===== src/rtl/mcdf_formatter_pkg.sv =====
// mcdf_defs: shared definitions for the MCDF packet formatter.
//   - state_e    : formatter FSM state encoding
//   - LEN_*      : packet lengths in words
//   - ID_NONE    : arbiter ID meaning "no channel requesting"
//   - decode_len : package-length code -> packet length in words
package mcdf_defs;

  localparam int DW_DEF = 32;

  localparam logic [1:0] ID_NONE = 2'b11;

  localparam logic [5:0] LEN_4  = 6'd4;
  localparam logic [5:0] LEN_8  = 6'd8;
  localparam logic [5:0] LEN_16 = 6'd16;
  localparam logic [5:0] LEN_32 = 6'd32;

  typedef enum logic [2:0] {
    ST_IDLE,
    ST_ID_REQ,
    ST_ID_WAIT,
    ST_FMT_REQ,
    ST_SEND,
    ST_DONE
  } state_e;

  // Codes above 3 saturate at the largest packet.
  function automatic logic [5:0] decode_len(input logic [2:0] code);
    case (code)
      3'd0:    decode_len = LEN_4;
      3'd1:    decode_len = LEN_8;
      3'd2:    decode_len = LEN_16;
      default: decode_len = LEN_32;
    endcase
  endfunction

endpackage


===== src/rtl/mcdf_formatter.sv =====
// mcdf_formatter: packet formatter stage downstream of the channel arbiter.
// Asks the arbiter for a channel, latches its ID and length, requests
// downstream ownership, then streams one fixed-length packet with
// start/end framing. Flags disagreement between the slave end marker
// and the decoded length on the sticky err_o.
// Ports:
//   clk_i, rst_i                  clock, async active-high reset
//   f2a_id_req_o                  one-cycle channel decision request
//   a2f_id_i, a2f_pkglen_sel_i    granted channel ID / length code
//   a2f_val_i/_data_i/_end_i      selected slave word stream
//   f2a_ack_o                     word accepted this cycle
//   fmt_req_o, fmt_grant_i        downstream ownership handshake
//   fmt_chid_o, fmt_length_o      current packet channel / length
//   fmt_valid_o/_data_o/_start_o/_end_o  registered packet stream
//   err_o, err_clr_i              sticky framing error and its clear
module mcdf_formatter
  import mcdf_defs::*;
#(
  parameter int DW = DW_DEF
) (
  input  logic          clk_i,
  input  logic          rst_i,
  output logic          f2a_id_req_o,
  input  logic [1:0]    a2f_id_i,
  input  logic [2:0]    a2f_pkglen_sel_i,
  input  logic          a2f_val_i,
  input  logic [DW-1:0] a2f_data_i,
  input  logic          a2f_end_i,
  output logic          f2a_ack_o,
  output logic          fmt_req_o,
  input  logic          fmt_grant_i,
  output logic [1:0]    fmt_chid_o,
  output logic [5:0]    fmt_length_o,
  output logic          fmt_valid_o,
  output logic [DW-1:0] fmt_data_o,
  output logic          fmt_start_o,
  output logic          fmt_end_o,
  output logic          err_o,
  input  logic          err_clr_i
);

  state_e        state_q, state_d;
  logic [5:0]    cnt_q, cnt_d;
  logic [1:0]    chid_q;
  logic [5:0]    len_q;
  logic          valid_q, start_q, end_q, err_q, err_d;
  logic [DW-1:0] data_q;

  logic accept, last, frame_bad;

  assign accept = (state_q == ST_SEND) && a2f_val_i;
  assign last   = (cnt_q == len_q - 6'd1);
  // Early end marker, or missing marker on the final word.
  assign frame_bad = accept && (a2f_end_i != last);

  always_comb begin
    state_d = state_q;
    cnt_d   = cnt_q;
    case (state_q)
      ST_IDLE:    state_d = ST_ID_REQ;
      ST_ID_REQ:  state_d = ST_ID_WAIT;
      ST_ID_WAIT: state_d = (a2f_id_i == ID_NONE) ? ST_IDLE : ST_FMT_REQ;
      ST_FMT_REQ: if (fmt_grant_i) state_d = ST_SEND;
      ST_SEND: begin
        if (accept) begin
          if (last) begin
            cnt_d   = 6'd0;
            state_d = ST_DONE;
          end else begin
            cnt_d = cnt_q + 6'd1;
          end
        end
      end
      ST_DONE:    state_d = ST_IDLE;
      default:    state_d = ST_IDLE;
    endcase
  end

  // A new error in the same cycle as a clear must survive.
  always_comb begin
    err_d = err_q;
    if (err_clr_i) err_d = 1'b0;
    if (frame_bad) err_d = 1'b1;
  end

  always_ff @(posedge clk_i or posedge rst_i) begin
    if (rst_i) begin
      state_q <= ST_IDLE;
      cnt_q   <= 6'd0;
      chid_q  <= 2'b00;
      len_q   <= 6'd0;
      valid_q <= 1'b0;
      start_q <= 1'b0;
      end_q   <= 1'b0;
      data_q  <= '0;
      err_q   <= 1'b0;
    end else begin
      state_q <= state_d;
      cnt_q   <= cnt_d;
      err_q   <= err_d;
      if (state_q == ST_ID_WAIT && a2f_id_i != ID_NONE) begin
        chid_q <= a2f_id_i;
        len_q  <= decode_len(a2f_pkglen_sel_i);
      end
      valid_q <= accept;
      start_q <= accept && (cnt_q == 6'd0);
      end_q   <= accept && last;
      if (accept) data_q <= a2f_data_i;
    end
  end

  assign f2a_id_req_o = (state_q == ST_ID_REQ);
  assign fmt_req_o    = (state_q == ST_FMT_REQ);
  assign f2a_ack_o    = accept;
  assign fmt_chid_o   = chid_q;
  assign fmt_length_o = len_q;
  assign fmt_valid_o  = valid_q;
  assign fmt_data_o   = data_q;
  assign fmt_start_o  = start_q;
  assign fmt_end_o    = end_q;
  assign err_o        = err_q;

endmodule

===== config.mk =====
export PLATFORM = sky130hd
export DESIGN_NAME = mcdf_formatter
export DESIGN_NICKNAME = d
export VERILOG_FILES = /design/src/rtl/mcdf_formatter_pkg.sv /design/src/rtl/mcdf_formatter.sv
export SDC_FILE = /design/constraint.sdc
export NUM_CORES = 1
export LEC_CHECK = 0
export ABC_AREA = 1
export BUFFER_PORTS_ARGS = -buffer_cell sky130_fd_sc_hd__buf_2
export CORE_AREA = 2 2 72 74
export DETAILED_ROUTE_END_ITERATION = 16
export DIE_AREA = 0 0 74 76
export HOLD_SLACK_MARGIN = 0.05
export PLACE_DENSITY_LB_ADDON = 0.15
export SETUP_SLACK_MARGIN = 0.02
export SLEW_MARGIN = 20
export SYNTH_ARGS = -nofsm -noshare
export SYNTH_HDL_FRONTEND = slang
export SYNTH_SLANG_ARGS = --single-unit

===== constraint.sdc =====
create_clock -name clk_i -period 2 [get_ports clk_i]
set_input_delay 0.3 -clock clk_i [delete_from_list [all_inputs] [get_ports clk_i]]
set_output_delay 0.3 -clock clk_i [all_outputs]
set_load 0.03 [all_outputs]

Yosys cells after proc, flatten, opt, wreduce, memory -nomap -nowiden
Cells that the tools add are included.
{ "totals": {"regBits": 53, "in_bits": 43, "out_inout_bits": 47, "word_cells": 44} }
{ "op_classes": {"addsub": 2, "n_eq_ne": 13, "n_mux": 9, "n_reduce_logical": 11} }
{ "ops": {"columns": ["op", "count"], "rows": [
  ["$pmux 6 s3", 1],
  ["$pmux 3 s5", 1],
  ["$eq 3x2->1 const B", 3],
  ["$mux 3", 3],
  ["$add 6x1->6 const B", 1],
  ["$eq 3x1->1 const B", 2],
  ["$eq 6x6->1", 1],
  ["$logic_not 3->1", 2],
  ["$logic_not 6->1", 1],
  ["$mux 6", 1],
  ["$ne 2x2->1 const B", 3],
  ["$sub 6x1->6 const B", 1],
  ["$logic_and 1x1->1", 5],
  ["$eq 3x3->1 const B", 1],
  ["$reduce_and 3->1", 1],
  ["$eq 2x2->1 const B", 1],
  ["$mux 1", 2],
  ["$mux 2", 1],
  ["$ne 2x1->1 const B", 1],
  ["$reduce_and 2->1", 1],
  ["$reduce_bool 2->1", 1],
  ["$ne 1x1->1", 1]
]} }

Logic depth before layout (Yosys ltp)
{ "depth": {"ltp_word": 5, "depth_mapped": 12, "mapped_depth_nobuf": 12} }

Least setup slack after synthesis
Ideal clock, no wire load.
{ "synth_path": {"path_kind": "register -> register", "from": "register len_q[2] (netlist: fmt_length_o[2])", "to": "register cnt_q[4]", "setup_ps": 120, "t_arrival_ps": 1588, "required_ps": 1880, "path_slack_ps": 293, "path_stages_with_launch": 11, "path_buffers": 0, "period_less_slack_ps": 1707, "cell_sequence": "dfrtp_1 > inv_1 > ha_1 > nand2_1 > inv_1 > nor2_1 > nand2_1 > nor2_4 > nand3_2 > nor2_4 > nor2_1"} }
{ "synth_between": {"elab_chain_len": 3} }
{ "synth_lines": {"columns": ["element", "line_no", "rtl"], "rows": [
  ["start, declared", "mcdf_formatter.sv:45", "logic [5:0] len_q;"],
  ["start signal, assigned", "mcdf_formatter.sv:103", "len_q <= decode_len(a2f_pkglen_sel_i);"],
  ["$sub 6x1->6", "mcdf_formatter.sv:52", "assign last = (cnt_q == len_q - 6'd1);"],
  ["$eq 6x6->1", "mcdf_formatter.sv:52", null],
  ["$mux 6", "mcdf_formatter.sv:66", "if (last) begin"],
  ["end signal, assigned", "mcdf_formatter.sv:99", "cnt_q <= cnt_d;"],
  ["end, declared", "mcdf_formatter.sv:43", "logic [5:0] cnt_q, cnt_d;"]
]} }
Every way passes these cells.
A chain may end at the register's enable or synchronous reset.

Worst setup path in the final report
{ "layout_path": {"from": "register len_q[2] (netlist: fmt_length_o[2])", "to": "register cnt_q[5]"} }
The elaborated chain is that of the path after synthesis.

==> results.sh <==
export IMPL_arrival_ns=1.81
export IMPL_diodes=0
export IMPL_placed_area_sq_mm=0.00275
export IMPL_finalPower_mw=4.28
export IMPL_grt_pass1_wl_um=8130
export IMPL_synth_area_per_cell_sq_um=8.45
export IMPL_track_usage_pct=18.4
export IMPL_p_leak_nw=1.65
export IMPL_min_path_type="in2reg"
export IMPL_critPathLaunchType="flip-flop"
export IMPL_nNetsFinal=405
export IMPL_synth_xor_area_share_pct=1.16
export IMPL_utilization_pct=57.8
export IMPL_cp_endpoint="cnt_q[5]$_DFFE_PP0P_"
export IMPL_status="finished, final reports clean"
export IMPL_grt_max_degree=23
export IMPL_setup_tns_ns=0
export IMPL_synth_seq_cells=51
export IMPL_whs_ns=0.194
export IMPL_wl_per_cell_um=11.0
export IMPL_grt_pass1_vias=1896
export IMPL_rows=26
export IMPL_drc=0
export IMPL_ys_types=23
export IMPL_clkLatencyLatePin_ns=0.30
export IMPL_final_hold_violation_count=0
export IMPL_drtPass1Iterations=4
export IMPL_routabilityCongestion=0.762
export IMPL_synthAdderAreaFrac_pct=1.65
export IMPL_cts_buffers=5
export IMPL_synth_area_sq_mm=0.00227
export IMPL_reg2reg_slack_ns=0.37
export IMPL_die_area_sq_mm=0.00562
export IMPL_crit_fanout=5
export IMPL_cts_resized=0
export IMPL_ys_seq_area_share_pct=56.2
export IMPL_post_route_min_period_ns=1.63
export IMPL_stdcell_area_sq_mm=0.00284
export IMPL_vias=1911
export IMPL_clk_path_buf_depth=2
export IMPL_hold_depth=3
export IMPL_required_ns=2.18
export IMPL_clk_pin_slew_worst_paths_ns=0.09
export IMPL_rr_worst_depth=10
export IMPL_port_buffer_count=87
export IMPL_synth_edf_count=0
export IMPL_rsz0062_at_grt="false"
export IMPL_initial_core_util_pct=46.3
export IMPL_cts_sinks=51
export IMPL_cap_viol_max_count=0
export IMPL_die_width_um=74
export IMPL_io_pins=90
export IMPL_grt_overflow_total=0
export IMPL_crit_type="reg2reg"
export IMPL_num_fill_cells=486
export IMPL_antenna_found_initial=0
export IMPL_fp_dieH_um=76
export IMPL_area_growth_pct=24.9
export IMPL_synth_compound_area_share_pct=2.42
export IMPL_synthMuxAreaShare_pct=0
export IMPL_vias_per_cell=4.46
export IMPL_core_area_sq_mm=0.00491
export IMPL_drv_slew=0
export IMPL_drive_gt1_share_pct=30.7
export IMPL_synthFlopType="dfrtp_1"
export IMPL_ant_nets=0
export IMPL_cp_startpoint="fmt_length_o[2]$_DFFE_PP0P_"
export IMPL_cts_tree="built"
export IMPL_synth_top_family_by_area="simple AND/OR/NAND/NOR gates"
export IMPL_totalWireLength_um=4710
export IMPL_fin_crit_sh_pct=81.3
export IMPL_finalSetupViolCount=0
export IMPL_synth_cells=269
export IMPL_synthSimpleGateAreaFrac_pct=30.9
export IMPL_power_density_mw_per_mm2=1510
export IMPL_cp_end_kind="flip-flop"
export IMPL_clock_root_buffer="clkbuf_8"
export IMPL_htreeDepth=2
export IMPL_synthArstFlopShare_pct=100
export IMPL_yosys_warnings=0
export IMPL_hpwl_um=3450
export IMPL_finClkSkew_ns=0.00814
export IMPL_r2r_end="cnt_q[5]$_DFFE_PP0P_"
export IMPL_reg2reg_from="fmt_length_o[2]$_DFFE_PP0P_"
export IMPL_drt_iter0_drc=99
export IMPL_fmax_mhz=615
export IMPL_max_vdd_ir_drop_uv=767
## synth_stat cells, types with 2 or more instances
cell type / number / share of area, %
nand2_1: 129 / 21
dfrtp_1: 51 / 56
inv_1: 21 / 3.5
nor2_1: 12 / 2.0
nand3_1: 9 / 2.0
o21ai_0: 9 / 2.0
nand4_1: 6 / 1.7
buf_2: 4 / 0.88
buf_4: 4 / 1.3
buf_6: 3 / 1.5
ha_1: 3 / 1.7
nor2_4: 3 / 1.5
a21oi_1: 2 / 0.44
inv_2: 2 / 0.33
nor2_2: 2 / 0.55
xor2_1: 2 / 0.77
## cell type report
type	instances	area [sq um]	share of cell area (%)
clock buffer	5	68.8	2.42
inverter	23	86.3	3.04
multi-input combinational	185	830	29.2
sequential	51	1280	45.0
timing repair buffer	93	483	17.0
clock inverter	1	7.51	0.264
tap	70	87.6	3.09
## cells by family (layout without fill, tap and decap cells)
logic type / Yosys count / after routing
XOR/XNOR: 3 / 3
AO/OA/AOI/OAI: 11 / 11
AND/OR/NAND/NOR: 166 / 166
other: 1 / 2
flip-flops: 51 / 51
buffers and inverters: 34 / 122
adder cells (fa/ha/maj): 3 / 3
## registers in the layout, indices dropped and copies added (netlist names)
register and count:
fmt_data_o 32, cnt_q 6, fmt_length_o 4, state_q 3
fmt_chid_o 2, err_o 1, fmt_end_o 1, fmt_start_o 1
fmt_valid_o 1
## stage by stage
stage / std cells / setup WS [ns]
floorplan: 270 / 0.293
finish: 428 / 0.374
global route: 428 / 0.211
global placement: 421 / 0.429
CTS: 428 / 0.370
detailed placement: 421 / 0.388
## timing repair
item,in CTS,in global routing
endpoints found under the setup margin,0,0
hold buffers,1,0
hold endpoints to repair,14,0
setup buffers,0,0
## placed cells by master, fill, tap and decap left out, drive strengths merged
cell type and n:
a21oi 2, nor2 17, o21ai 9, xor2 2, conb 2, nand3 11, ha 3, or2 1
nand4 6, inv 23, nor3 1, xnor2 1, clkinvlp 1, nand2 130, dfrtp 51, buf 92
clkbuf 5, dlygate4sd3 1
## worst min-delay path by stage
stage / startpoint / endpoint / slack [ns]
floorplan: a2f_id_i[0] / fmt_chid_o[0]$_DFFE_PP0P_ / 0.42
global placement: rst_i / fmt_data_o[1]$_DFFE_PP0P_ / 0.28
detailed placement: rst_i / fmt_data_o[1]$_DFFE_PP0P_ / 0.28
CTS: a2f_data_i[9] / fmt_data_o[9]$_DFFE_PP0P_ / 0.19
global route: a2f_data_i[10] / fmt_data_o[10]$_DFFE_PP0P_ / 0.19
finish: a2f_data_i[31] / fmt_data_o[31]$_DFFE_PP0P_ / 0.19
## routing by layer
layer	vias up	routed length (um)	global-route usage (%)
li1	990	-	-
met1	865	2070	22.3
met2	50	2390	32.2
met3	6	183	2.91
met4	0	64	6.73
met5	-	0	0
## worst max-delay path: stages (launching register included)
cell and delay [ns]:
dfrtp_1 0.38, inv_1 0.08, ha_1 0.31, nand2_1 0.07, inv_1 0.04, nor2_1 0.08, nand2_1 0.09, nor2_4 0.16
nand3_2 0.11, nor2_4 0.15, nor2_1 0.06
## power breakdown
group	total [mW]	switching [mW]	internal [mW]
sequential	1.70	0.252	1.44
combinational	2.03	1.44	0.590
clock	0.554	0.321	0.233
total	4.28	2.01	2.27
Note: power is estimated with default switching activity, not from simulation.
